===== config.mk =====
export PLATFORM = sky130hd
export DESIGN_NAME = erx_align_ctrl
export DESIGN_NICKNAME = d
export VERILOG_FILES = /design/src/rtl/erx_align_ctrl.sv
export SDC_FILE = /design/constraint.sdc
export NUM_CORES = 1
export LEC_CHECK = 0
export BUFFER_PORTS_ARGS = -buffer_cell sky130_fd_sc_hd__buf_2
export CAP_MARGIN = 5
export CORE_AREA = 2 2 56 71
export DETAILED_ROUTE_END_ITERATION = 8
export DIE_AREA = 0 0 58 73
export PLACE_DENSITY = 0.77
export SYNTH_ARGS = -nofsm -noshare
export SYNTH_HDL_FRONTEND = slang
export SYNTH_SLANG_ARGS = --single-unit
export TNS_END_PERCENT = 1

===== constraint.sdc =====
create_clock -name rxi_lclk -period 3.84 [get_ports rxi_lclk]
set_clock_uncertainty 0.2 [all_clocks]
set_input_delay 1.152 -clock rxi_lclk [delete_from_list [all_inputs] [get_ports rxi_lclk]]
set_output_delay 1.152 -clock rxi_lclk [all_outputs]
set_load 0.01 [all_outputs]

===== src/rtl/erx_align_ctrl.sv =====
// Frame-alignment controller for the eLink RX deserializer: issues bitslip pulses
// until the training pattern is seen MATCH_CNT times in a row, then reports lock.
//
// state  | meaning
// IDLE   | waiting for align_start
// SETTLE | discarding the first SETTLE_BYTES strobes after align_start
// CHECK  | comparing each strobed byte against TRAIN_PATTERN
// SLIP   | one-cycle bitslip request
// WAIT   | discarding SLIP_WAIT strobes while the deserializer shifts
// LOCKED | alignment achieved
// FAIL   | slips exhausted or strobes stopped arriving
module erx_align_ctrl #(
   parameter logic [7:0]  TRAIN_PATTERN = 8'hF0,
   parameter int unsigned MATCH_CNT     = 4,
   parameter int unsigned SETTLE_BYTES  = 2,
   parameter int unsigned SLIP_WAIT     = 3,
   parameter int unsigned MAX_SLIPS     = 8,
   parameter int unsigned TIMEOUT       = 256
) (
   input  logic       rxi_lclk,
   input  logic       reset,
   input  logic       align_start,
   input  logic       byte_valid,
   input  logic [7:0] frame_byte,
   output logic       bitslip,
   output logic       busy,
   output logic       aligned,
   output logic       align_fail,
   output logic       fail_timeout,
   output logic [3:0] slip_cnt
);

   typedef enum logic [2:0] {IDLE, SETTLE, CHECK, SLIP, WAIT, LOCKED, FAIL} state_t;

   localparam logic [3:0]  SETTLE_N = 4'(SETTLE_BYTES);
   localparam logic [3:0]  WAIT_N   = 4'(SLIP_WAIT);
   localparam logic [3:0]  MATCH_N  = 4'(MATCH_CNT);
   localparam logic [3:0]  MAX_N    = 4'(MAX_SLIPS);
   localparam logic [15:0] TMO_INIT = 16'(TIMEOUT - 1);

   state_t      state, state_n;
   logic [3:0]  strb_cnt, strb_cnt_n;
   logic [3:0]  match_cnt, match_cnt_n;
   logic [3:0]  slip_cnt_n;
   logic [15:0] tmo_cnt;
   logic        counting, tmo_hit, fail_tmo_n;

   // Timeout is a down-counter reloaded on every strobe and state change; it
   // expires on the TIMEOUT-th consecutive strobe-less cycle in a counting state.
   assign counting = (state == SETTLE) || (state == CHECK) || (state == WAIT);
   assign tmo_hit  = counting && !byte_valid && (tmo_cnt == 16'd0);

   always_comb begin
      state_n     = state;
      strb_cnt_n  = strb_cnt;
      match_cnt_n = match_cnt;
      slip_cnt_n  = slip_cnt;
      fail_tmo_n  = fail_timeout;
      if (align_start) begin
         state_n     = (SETTLE_N == 4'd0) ? CHECK : SETTLE;
         strb_cnt_n  = SETTLE_N;
         match_cnt_n = 4'd0;
         slip_cnt_n  = 4'd0;
         fail_tmo_n  = 1'b0;
      end else if (tmo_hit) begin
         state_n    = FAIL;
         fail_tmo_n = 1'b1;
      end else begin
         case (state)
            SETTLE, WAIT: begin
               if (byte_valid) begin
                  if (strb_cnt <= 4'd1) state_n = CHECK;
                  else                  strb_cnt_n = strb_cnt - 4'd1;
               end
            end
            CHECK: begin
               if (byte_valid) begin
                  if (frame_byte == TRAIN_PATTERN) begin
                     match_cnt_n = match_cnt + 4'd1;
                     if (match_cnt == MATCH_N - 4'd1) state_n = LOCKED;
                  end else if (slip_cnt < MAX_N) begin
                     match_cnt_n = 4'd0;
                     slip_cnt_n  = (slip_cnt == 4'hF) ? 4'hF : slip_cnt + 4'd1;
                     state_n     = SLIP;
                  end else begin
                     state_n = FAIL;
                  end
               end
            end
            SLIP: begin
               strb_cnt_n = WAIT_N;
               state_n    = (WAIT_N == 4'd0) ? CHECK : WAIT;
            end
            default: ;
         endcase
      end
   end

   always_ff @(posedge rxi_lclk or posedge reset) begin
      if (reset) begin
         state        <= IDLE;
         strb_cnt     <= 4'd0;
         match_cnt    <= 4'd0;
         slip_cnt     <= 4'd0;
         tmo_cnt      <= 16'd0;
         bitslip      <= 1'b0;
         busy         <= 1'b0;
         aligned      <= 1'b0;
         align_fail   <= 1'b0;
         fail_timeout <= 1'b0;
      end else begin
         state     <= state_n;
         strb_cnt  <= strb_cnt_n;
         match_cnt <= match_cnt_n;
         slip_cnt  <= slip_cnt_n;
         if (align_start || byte_valid || (state_n != state)) tmo_cnt <= TMO_INIT;
         else if (counting)                                   tmo_cnt <= tmo_cnt - 16'd1;
         bitslip      <= (state_n == SLIP);
         busy         <= (state_n == SETTLE) || (state_n == CHECK) ||
                         (state_n == SLIP)   || (state_n == WAIT);
         aligned      <= (state_n == LOCKED);
         align_fail   <= (state_n == FAIL);
         fail_timeout <= fail_tmo_n;
      end
   end

endmodule


==> summary.txt, run 1 <==
Floorplanning
  – Core area: 3628 um2
  – Initial Util: 55.38%
  – DIE AREA: 4234 um2
  – Overall die height: 73 um
  – # rows: 25
  – I/O Pins: 21
  – Chip width: 58 um

Global route
  – Vias in the first global route: 1481
  – Total GRT Usage: 19.47%
  – Gr ovfl total: 0
  – Initial antenna violation count: 0
  – Largest net degree at the start of global routing: 22
  – Global-route wire length before repair: 6.375 mm

Min path
  – Hold WC Path Type: reg -> reg
  – Hold EP: fail_timeout$_DFFE_PP0P_
  – Hold path cells: 2
  – Worst Min Path Start: fail_timeout$_DFFE_PP0P_

Placement
  – Port buffer count: 20
  – Gp weighted congestion: 0.8209
  – DP HPWL: 2.710 mm
  – Post-DP Area: 2151 um2

Layout
  – Finished layout cell area: 2277 um2
  – Final nets: 252
  – Area added between synthesis and finish: 13.32%
  – Fraction of layout cells with a size suffix above 1: 19.57%
  – Antenna diodes: 0

CTS
  – Post-CTS setup buffer count: 0
  – Post-CTS Hold Buffers: 0
  – CTS Root Cell: clkbuf_8
  – Clock buffer count from CTS: 5
  – Clock sink total: 36
  – Clock Tree Buf Depth: 2
  – # resized after CTS: 0
  – Clock transition at path regs: 0.07 ns
  – H-tree levels: 2
  – CTS tree: yes
  – Worst skew pair latency: 0.28 ns

Logic synthesis
  – Synthesized Nets: 230
  – Synth top area cells: dfrtp_1, nor3_1, xor2_1
  – Share of the synthesized area in the top cell type: 44.83%
  – Unique masters post-synth: 46
  – Seq/Total Area, Yosys: 44.83%
  – Number of flops mapped to enable cells by yosys: 0
  – Yosys warning total: 0
  – Post-synthesis register bit count: 36
  – Mapped Area: 2009 um2
  – Synth Area per Inst: 9.478 um2
  – Area leader, netlist: dfrtp_1
  – Post-synth top flop: dfrtp_1
  – Syn Inst Count: 212
  – Async set-reset flop share out of synthesis: 100.0%

Pwr
  – Tot Pwr: 1.199 mW
  – VDD IR max: 403.5 uV
  – Cell Pwr Density: 526.7 nW/um2
  – Leakage power: 0.9865 nW

Worst setup path
  – WP data required: 3.80 ns
  – Crit path max-delay cell type: or4b_1
  – Worst reg-to-reg setup slack: 0.87 ns
  – CP max stage delay: 0.51 ns
  – Reg2reg path depth: 6
  – Buffers & Inverters on Critical Path: 1
  – Worst r2r src: tmo_cnt[6]$_DFFE_PP0P_
  – WP data arrival: 3.29 ns
  – CP delay by family, top: simple AND/OR/NAND/NOR gates
  – CP max FO: 9
  – Crit-path cells: buf_2 -> nor4_1 -> nand2_1 -> o31ai_1 -> o211a_2 -> mux2_4 -> or4b_1
  – Crit. End Element: flip-flop
  – Reg-to-reg endpoint: tmo_cnt[5]$_DFFE_PP0P_
  – Critical path launch point type: primary input
  – Worst Path Class, Setup: in -> reg

STA
  – Max frequency: 300.5 MHz
  – Setup TNS: 0 ns
  – Tmin final: 3.328 ns
  – Final setup fails: 0
  – Worst slew pin tran: 0.7676 ns
  – Final Max Tran Viols: 0
  – Minimum hold slack: 0.3248 ns
  – Hold Fails Final Rpt: 0
  – Final worst-path cycle share: 86.67%
  – RSZ-0062 raised after global routing: false
  – Normalized max-slew margin: 48.77%

Detailed routing
  – Final wirelength: 3.681 mm
  – Drc violations: 0
  – Via count: 1577
  – DRT Pass-1 Iters: 4
  – Vias per inst: 5.735
  – Initial drt markers: 70
  – Routed WL per cell: 13.39 um
  – Detail Route Antenna Nets: 0

Run
  – MaxCap Viol Count: 0

Outcome
  – Status: completed
## layout by cell type, fill, tap and decap left out, types with 2 or more instances in the layout
master     netlist  layout
or4_4            2       2
nor4_1           6       6
o21ai_0          8       8
nand3_1          8       8
dfrtp_1         36      36
buf_4            0       3
ha_1             6       6
nor3_1          19      19
nand4_1          4       4
o31ai_1          2       2
clkbuf_8         0       7
nand2b_1         5       5
o41ai_1          2       2
nor2_1          23      23
inv_1            9       9
xnor2_1          8       8
nor3b_1          3       3
or2_2            4       4
a31o_2           2       2
nand2_1         16      16
buf_2            1      20
xor2_1          10      10
mux2i_1          2       2
a21oi_1          4       4
and2_2           2       2
and2_1           2       2
o2111ai_1        2       2
## Yosys cell counts, types with 2 or more instances
cell,number
and2_2,2
o21ai_0,8
o2111ai_1,2
o31ai_1,2
or2_2,4
buf_1,2
a21oi_1,4
xor2_1,10
a31o_2,2
nor2_1,23
inv_1,9
mux2i_1,2
nand2_1,16
nand2b_1,5
nand3_1,8
ha_1,6
or4_4,2
xnor2_1,8
nor3b_1,3
and2_1,2
clkbuf_1,5
dfrtp_1,36
nand4_1,4
o41ai_1,2
nor3_1,19
nor4_1,6
## tightest hold or removal path, delay by kind of cell, from the launching register on
family          cells  cell delay, ns
compound gates      1            0.05
flops               1            0.38
buf+inv             1            0.06
## registers in the layout, indices dropped and copies added, names as in the netlist
register and flops:
match_cnt 4, strb_cnt 4, slip_cnt 4, tmo_cnt 16, align_fail 1, busy 1
state 3, fail_timeout 1, bitslip 1, aligned 1
## worst max path at each step
stage / slack (ns) / start / depth (start not counted) / end
after global routing: 0.41 / frame_byte[1] / 7 / tmo_cnt[5]$_DFFE_PP0P_
after CTS: 0.52 / frame_byte[1] / 7 / tmo_cnt[5]$_DFFE_PP0P_
final: 0.51 / frame_byte[1] / 7 / tmo_cnt[5]$_DFFE_PP0P_
after global placement: 0.29 / frame_byte[1] / 7 / tmo_cnt[5]$_DFFE_PP0P_
after detailed placement: 0.21 / frame_byte[1] / 7 / tmo_cnt[5]$_DFFE_PP0P_
after floorplan: 0.42 / frame_byte[1] / 7 / tmo_cnt[5]$_DFFE_PP0P_
## final cells by class
class	count	area [um2]
Fill cell	296	1351
Multi-Input combinational cell	159	1044
Sequential cell	36	900.9
Timing Repair Buffer	23	122.6
Clock buffer	7	96.34
Tap cell	40	50.05
Inverter	9	33.78
Clock inverter	1	30.03
## power breakdown
part,internal (mW),leakage (nW),total [mW],switching (mW)
logic,0.162,0.474,0.374,0.212
clock network,0.229,0.0645,0.356,0.127
registers,0.420,0.448,0.469,0.0491
## metal layers
| layer | GRT usage (%) | up-vias | routed length, um |
|---|---|---|---|
| li1 | - | 804 | - |
| met1 | 23.56 | 735 | 1616 |
| met2 | 33.59 | 32 | 1897 |
| met3 | 4.255 | 6 | 102 |
| met4 | 7.494 | 0 | 65 |
| met5 | 0 | - | 0 |
## cells by family after synthesis
family	after synthesis	share of synthesized area (%)
AOI/OAI and AO/OA	30	10.59
xor gates and xnor gates	18	7.846
adders and majority gates	6	3.736
buffers and inverters	17	3.238
DFF	36	44.83
muxes	3	1.743
and+or+nand+nor	102	28.02
## stage by stage
step                util, %  worst slack [ns]  cells
floorplan                 -            0.4183    212
global placement      59.28            0.2909    267
detailed placement    59.28            0.2146    267
CTS                   62.76            0.5196    275
global route          62.76            0.4081    275
finish                62.76            0.5120    275
No activity file was read; power rests on OpenSTA's default activity.
==> run 2: changes to the inputs <==
--- a/config.mk
+++ b/config.mk
@@ -7,10 +7,12 @@
 export LEC_CHECK = 0
 export BUFFER_PORTS_ARGS = -buffer_cell sky130_fd_sc_hd__buf_2
 export CAP_MARGIN = 5
-export CORE_AREA = 2 2 56 71
+export CELL_PAD_IN_SITES_DETAIL_PLACEMENT = 2
+export CELL_PAD_IN_SITES_GLOBAL_PLACEMENT = 2
+export CORE_AREA = 2 2 69 88
 export DETAILED_ROUTE_END_ITERATION = 8
-export DIE_AREA = 0 0 58 73
-export PLACE_DENSITY = 0.77
+export DIE_AREA = 0 0 71 90
+export PLACE_DENSITY_LB_ADDON = 0.1
 export SYNTH_ARGS = -nofsm -noshare
 export SYNTH_HDL_FRONTEND = slang
 export SYNTH_SLANG_ARGS = --single-unit
==> run 2 against run 1 <==
Compared with the run above: highest routed layer unchanged; clock-buffer cell count down 1; sequential share of layout area is 0.24 points lower; critical path depth unchanged; clock power shrank 6.2%; total power grew 0.63%.
==> summary.txt, run 2 (synthesis results as in run 1) <==
Detailed routing
  – Detail Route Antenna Nets: 0
  – Drc violations: 0
  – Initial drt markers: 49
  – DRT Pass-1 Iters: 3
  – Routed WL per cell: 17.66 um
  – Via count: 1646
  – Final wirelength: 5.316 mm
  – Vias per inst: 5.468

STA
  – Final setup fails: 0
  – Worst slew pin tran: 0.5273 ns
  – Final worst-path cycle share: 87.53%
  – Final Max Tran Viols: 0
  – Hold Fails Final Rpt: 0
  – Normalized max-slew margin: 64.58%
  – Max frequency: 297.5 MHz
  – Setup TNS: 0 ns
  – RSZ-0062 raised after global routing: false
  – Tmin final: 3.361 ns

Worst setup path
  – Crit path from: frame_byte[1]
  – CP max FO: 9
  – Worst Path Class, Setup: in -> reg
  – WP data required: 3.80 ns
  – Reg-to-reg endpoint: tmo_cnt[5]$_DFFE_PP0P_
  – WP data arrival: 3.32 ns
  – Crit. End Element: flip-flop
  – Worst r2r src: tmo_cnt[6]$_DFFE_PP0P_
  – Crit-path cells: buf_2 -> nor4_1 -> nand2_1 -> o31ai_1 -> o211a_2 -> mux2_4 -> or4b_1
  – End of the critical path: tmo_cnt[5]$_DFFE_PP0P_
  – Critical path launch point type: primary input
  – Worst reg-to-reg setup slack: 0.77 ns
  – Crit path max-delay cell type: or4b_1
  – CP max stage delay: 0.53 ns
  – Reg2reg path depth: 6

Layout
  – Fraction of layout cells with a size suffix above 1: 19.15%
  – Biggest register: tmo_cnt
  – Sequential standard cell area: 900.9 um2
  – Finished layout cell area: 2291 um2
  – Area added between synthesis and finish: 14.01%
  – Final nets: 252
  – Antenna diodes: 0
  – Area of the multi-input gates: 1044 um2
  – Max reg flops: 16
  – Commonest cells after routing, fill and taps aside: dfrtp_1, nor2_1, buf_2
  – Commonest non-fill, non-tap cell in the layout: dfrtp_1
  – Filler instances: 636

CTS
  – Clock Tree Buf Depth: 2
  – Clock sink total: 36
  – # resized after CTS: 0
  – Post-CTS setup buffer count: 0
  – Worst skew pair latency: 0.29 ns
  – Clock transition at path regs: 0.08 ns
  – CTS Root Cell: clkbuf_8
  – Clock buffer count from CTS: 5
  – CTS tree: yes
  – Post-CTS Hold Buffers: 0
  – H-tree levels: 2

Floorplanning
  – Initial Util: 35.73%
  – I/O Pins: 21
  – # rows: 31
  – Core area: 5624 um2
  – Overall die height: 90 um
  – DIE AREA: 6390 um2
  – Chip width: 71 um

Global route
  – Global-route wire length before repair: 9.459 mm
  – Vias in the first global route: 1932
  – Gr ovfl total: 0
  – Total GRT Usage: 18.27%
  – Initial antenna violation count: 0
  – Largest net degree at the start of global routing: 37

Pwr
  – Leakage power: 0.9773 nW
  – VDD IR max: 297.0 uV
  – Cell Pwr Density: 526.9 nW/um2

Outcome
  – Status: completed

Placement
  – Port buffer count: 20
  – DP HPWL: 4.014 mm
  – Gp weighted congestion: 0.7753
  – Post-DP Area: 2183 um2

Run
  – MaxCap Viol Count: 0

Min path
  – Hold WC Path Type: reg -> reg
==> run 2: cell count changes in the layout (fill, tap and decap cells not counted) <==
cell	previous run	this run
clkbuf_1	0	1
clkbuf_8	7	5
clkinv_2	0	1
==> run 2: final cells by class <==
cell class | count | area share, %
Tap cell | 66 | 3.605
Inverter | 9 | 1.475
Clock buffer | 6 | 3.168
Multi-Input combinational cell | 159 | 45.55
Clock inverter | 2 | 1.529
Sequential cell | 36 | 39.32
Timing Repair Buffer | 23 | 5.352
==> run 2: worst min path at each step <==
stage	from	endpoint	cells after the start
floorplan	tmo_cnt[3]$_DFFE_PP0P_	tmo_cnt[3]$_DFFE_PP0P_	2
global placement	fail_timeout$_DFFE_PP0P_	fail_timeout$_DFFE_PP0P_	2
detailed placement	fail_timeout$_DFFE_PP0P_	fail_timeout$_DFFE_PP0P_	2
CTS	fail_timeout$_DFFE_PP0P_	fail_timeout$_DFFE_PP0P_	2
global route	fail_timeout$_DFFE_PP0P_	fail_timeout$_DFFE_PP0P_	2
finish	fail_timeout$_DFFE_PP0P_	fail_timeout$_DFFE_PP0P_	2
==> run 2: metrics by stage <==
step           worst slack [ns]  power, mW  util [%]  std cells  hold WS, ns
3_5_place_dp             0.1584     0.8829     38.82        293       0.3169
5_1_grt                  0.3118      1.296     40.73        301       0.3890
3_3_place_gp             0.2281     0.8567     38.82        293       0.3054
4_1_cts                  0.4727      1.230     40.73        301       0.3298
2_1_floorplan            0.4183     0.7699         -        212       0.2942
6_report                 0.4787      1.207     40.73        301       0.3225
==> run 2: report_power, final <==
| part | leakage [nW] | switching, mW | internal (mW) |
|---|---|---|---|
| Clock | 0.0552 | 0.141 | 0.193 |
| Combinational | 0.474 | 0.234 | 0.163 |
| Sequential | 0.448 | 0.0565 | 0.420 |
==> run 2: metal layers <==
layer,GRT usage [%],routed length (um),share of wire [%]
met5,0,0,0
met4,3.774,42,0.79
met3,3.027,89,1.7
met2,34.50,3049,57
met1,21.18,2135,40
==> run 2: worst max-delay path: cells and delay by family <==
| family | cells | cell delay, ns |
|---|---|---|
| AO/OA/AOI/OAI | 2 | 0.54 |
| buffers and inverters | 1 | 0.10 |
| multiplexers | 1 | 0.37 |
| AND/OR/NAND/NOR | 3 | 1.17 |
==> run 3: changes to the inputs <==
--- a/config.mk
+++ b/config.mk
@@ -9,9 +9,9 @@
 export CAP_MARGIN = 5
 export CELL_PAD_IN_SITES_DETAIL_PLACEMENT = 2
 export CELL_PAD_IN_SITES_GLOBAL_PLACEMENT = 2
-export CORE_AREA = 2 2 69 88
+export CORE_AREA = 2 2 56 110
 export DETAILED_ROUTE_END_ITERATION = 8
-export DIE_AREA = 0 0 71 90
+export DIE_AREA = 0 0 58 112
 export PLACE_DENSITY_LB_ADDON = 0.1
 export SYNTH_ARGS = -nofsm -noshare
 export SYNTH_HDL_FRONTEND = slang
==> run 3 against run 2 <==
Compared with the run above: sequential share of layout area down 0.90 points; critical path depth stayed put; sequential power is essentially flat; setup slack worse by 0.044 ns; wire length grew 10%; register-to-register slack got worse by 0.03 ns; clock-buffer cell count shrank 1; critical path type unchanged; critical endpoint unchanged; highest routed layer unchanged.
==> summary.txt, run 3 (synthesis results as in run 1) <==
Layout
  – Filler instances: 651
  – Area added between synthesis and finish: 16.69%
  – Antenna diodes: 0
  – Commonest non-fill, non-tap cell in the layout: dfrtp_1
  – Commonest cells after routing, fill and taps aside: dfrtp_1, nor2_1, buf_2
  – Biggest register: tmo_cnt
  – Finished layout cell area: 2345 um2
  – Fraction of layout cells with a size suffix above 1: 19.57%
  – Max reg flops: 16
  – Post-route insts no fill: 296
  – Final nets: 252

STA
  – Max frequency: 293.7 MHz
  – Final worst-path cycle share: 88.68%
  – RSZ-0062 raised after global routing: false
  – Tmin final: 3.405 ns
  – Hold Fails Final Rpt: 0
  – Worst slew pin tran: 0.8876 ns
  – Setup TNS: 0 ns
  – Final Max Tran Viols: 0
  – Final setup fails: 0
  – Minimum hold slack: 0.3316 ns
  – Normalized max-slew margin: 40.76%

Worst setup path
  – Reg-to-reg endpoint: tmo_cnt[5]$_DFFE_PP0P_
  – CP max FO: 9
  – Worst r2r src: tmo_cnt[6]$_DFFE_PP0P_
  – Crit. End Element: flip-flop
  – WP data required: 3.79 ns
  – Worst reg-to-reg setup slack: 0.74 ns
  – Worst Path Class, Setup: in -> reg
  – Critical path launch point type: primary input
  – Reg2reg path depth: 6
  – WP data arrival: 3.36 ns

CTS
  – H-tree levels: 2
  – Clock buffer count from CTS: 5
  – Worst skew pair latency: 0.28 ns
  – Post-CTS setup buffer count: 0
  – Post-CTS Hold Buffers: 0
  – Clock transition at path regs: 0.06 ns
  – CTS Root Cell: clkbuf_16
  – Clock Tree Buf Depth: 2
  – CTS tree: yes
  – Clock sink total: 36
  – # resized after CTS: 0

Min path
  – Hold path cells: 2
  – Hold EP: fail_timeout$_DFFE_PP0P_
  – Hold WC Path Type: reg -> reg
  – Worst Min Path Start: fail_timeout$_DFFE_PP0P_

Pwr
  – Sw Ratio: 34.41%
  – Tot Pwr: 1.358 mW
  – Leakage power: 1.002 nW
  – Reg power frac: 35.1%
  – Total internal power: 0.8904 mW
  – Cell Pwr Density: 579.0 nW/um2
  – Switching power: 0.4671 mW
  – VDD IR max: 313.9 uV
  – Clock power share: 34.2%
  – Combinational share of power: 30.6%

Floorplanning
  – Chip width: 58 um
  – DIE AREA: 6496 um2
  – Overall die height: 112 um
  – Initial Util: 35.50%
  – Core area: 5660 um2
  – I/O Pins: 21
  – # rows: 39

Global route
  – Vias in the first global route: 1952
  – Initial antenna violation count: 0
  – Global-route wire length before repair: 9.515 mm
  – Total GRT Usage: 19.63%
  – Gr ovfl total: 0
  – Largest net degree at the start of global routing: 22

Placement
  – Port buffer count: 20
  – Post-placement cell count: 288
  – Gp weighted congestion: 0.7145
  – DP HPWL: 4.563 mm
  – Post-DP Area: 2177 um2

Detailed routing
  – Final wirelength: 5.851 mm
  – Vias per inst: 5.787
  – Via count: 1713
  – Routed WL per cell: 19.77 um
  – Detail Route Antenna Nets: 0
  – DRT Pass-1 Iters: 4
  – Drc violations: 0
  – Initial drt markers: 27

Outcome
  – Status: completed

Run
  – MaxCap Viol Count: 0
[run 3: cell count changes in the layout (fill, tap and decap cells not counted), sizes merged]
| cell | before | now |
|---|---|---|
| clkbuf | 6 | 5 |
| clkinvlp | 0 | 1 |
[run 3: area by class of cell]
class                           instances  area, um2  area share, %
Clock buffer                            5      125.1          5.336
Clock inverter                          3      42.54          1.814
Tap cell                               61      76.32          3.255
Multi-Input combinational cell        159       1044          44.50
Timing Repair Buffer                   23      122.6          5.229
Inverter                                9      33.78          1.441
Sequential cell                        36      900.9          38.42
[run 3: worst max path at each step]
| stage | depth (start not counted) | endpoint | startpoint |
|---|---|---|---|
| after floorplan | 7 | tmo_cnt[5]$_DFFE_PP0P_ | frame_byte[1] |
| after global placement | 7 | tmo_cnt[5]$_DFFE_PP0P_ | frame_byte[1] |
| after detailed placement | 7 | tmo_cnt[5]$_DFFE_PP0P_ | frame_byte[1] |
| after CTS | 7 | tmo_cnt[5]$_DFFE_PP0P_ | frame_byte[1] |
| after global routing | 7 | tmo_cnt[5]$_DFFE_PP0P_ | frame_byte[1] |
| final | 7 | tmo_cnt[5]$_DFFE_PP0P_ | frame_byte[1] |
[run 3: worst max-delay path: stages]
cell and delay [ns]:
buf_2 0.10, nor4_1 0.43, nand2_1 0.19, o31ai_1 0.28, o211a_2 0.30, mux2_4 0.37, or4b_1 0.53
[run 3: metal layers]
metal	global-route usage (%)	vias to the layer above	part of all wire, %	wire length, um
li1	-	800	-	-
met1	17.79	881	33	1931
met2	40.30	24	63	3695
met3	3.484	8	1.8	107
met4	6.357	0	2.0	116
met5	0	-	0	0
[run 3: power by group through the flow]
stage	clock network [mW]	registers, mW	logic (mW)
6_report	0.465	0.477	0.416
5_1_grt	0.487	0.484	0.472
4_1_cts	0.475	0.477	0.427
3_5_place_dp	0	0.482	0.421
3_3_place_gp	0	0.478	0.386
2_1_floorplan	0	0.453	0.317
[run 3: through the flow]
stage,util (%),setup slack [ns]
2_1_floorplan,-,0.4183
3_3_place_gp,38.46,0.2491
3_5_place_dp,38.46,0.1216
4_1_cts,41.42,0.4158
5_1_grt,41.42,0.3077
6_report,41.42,0.4347
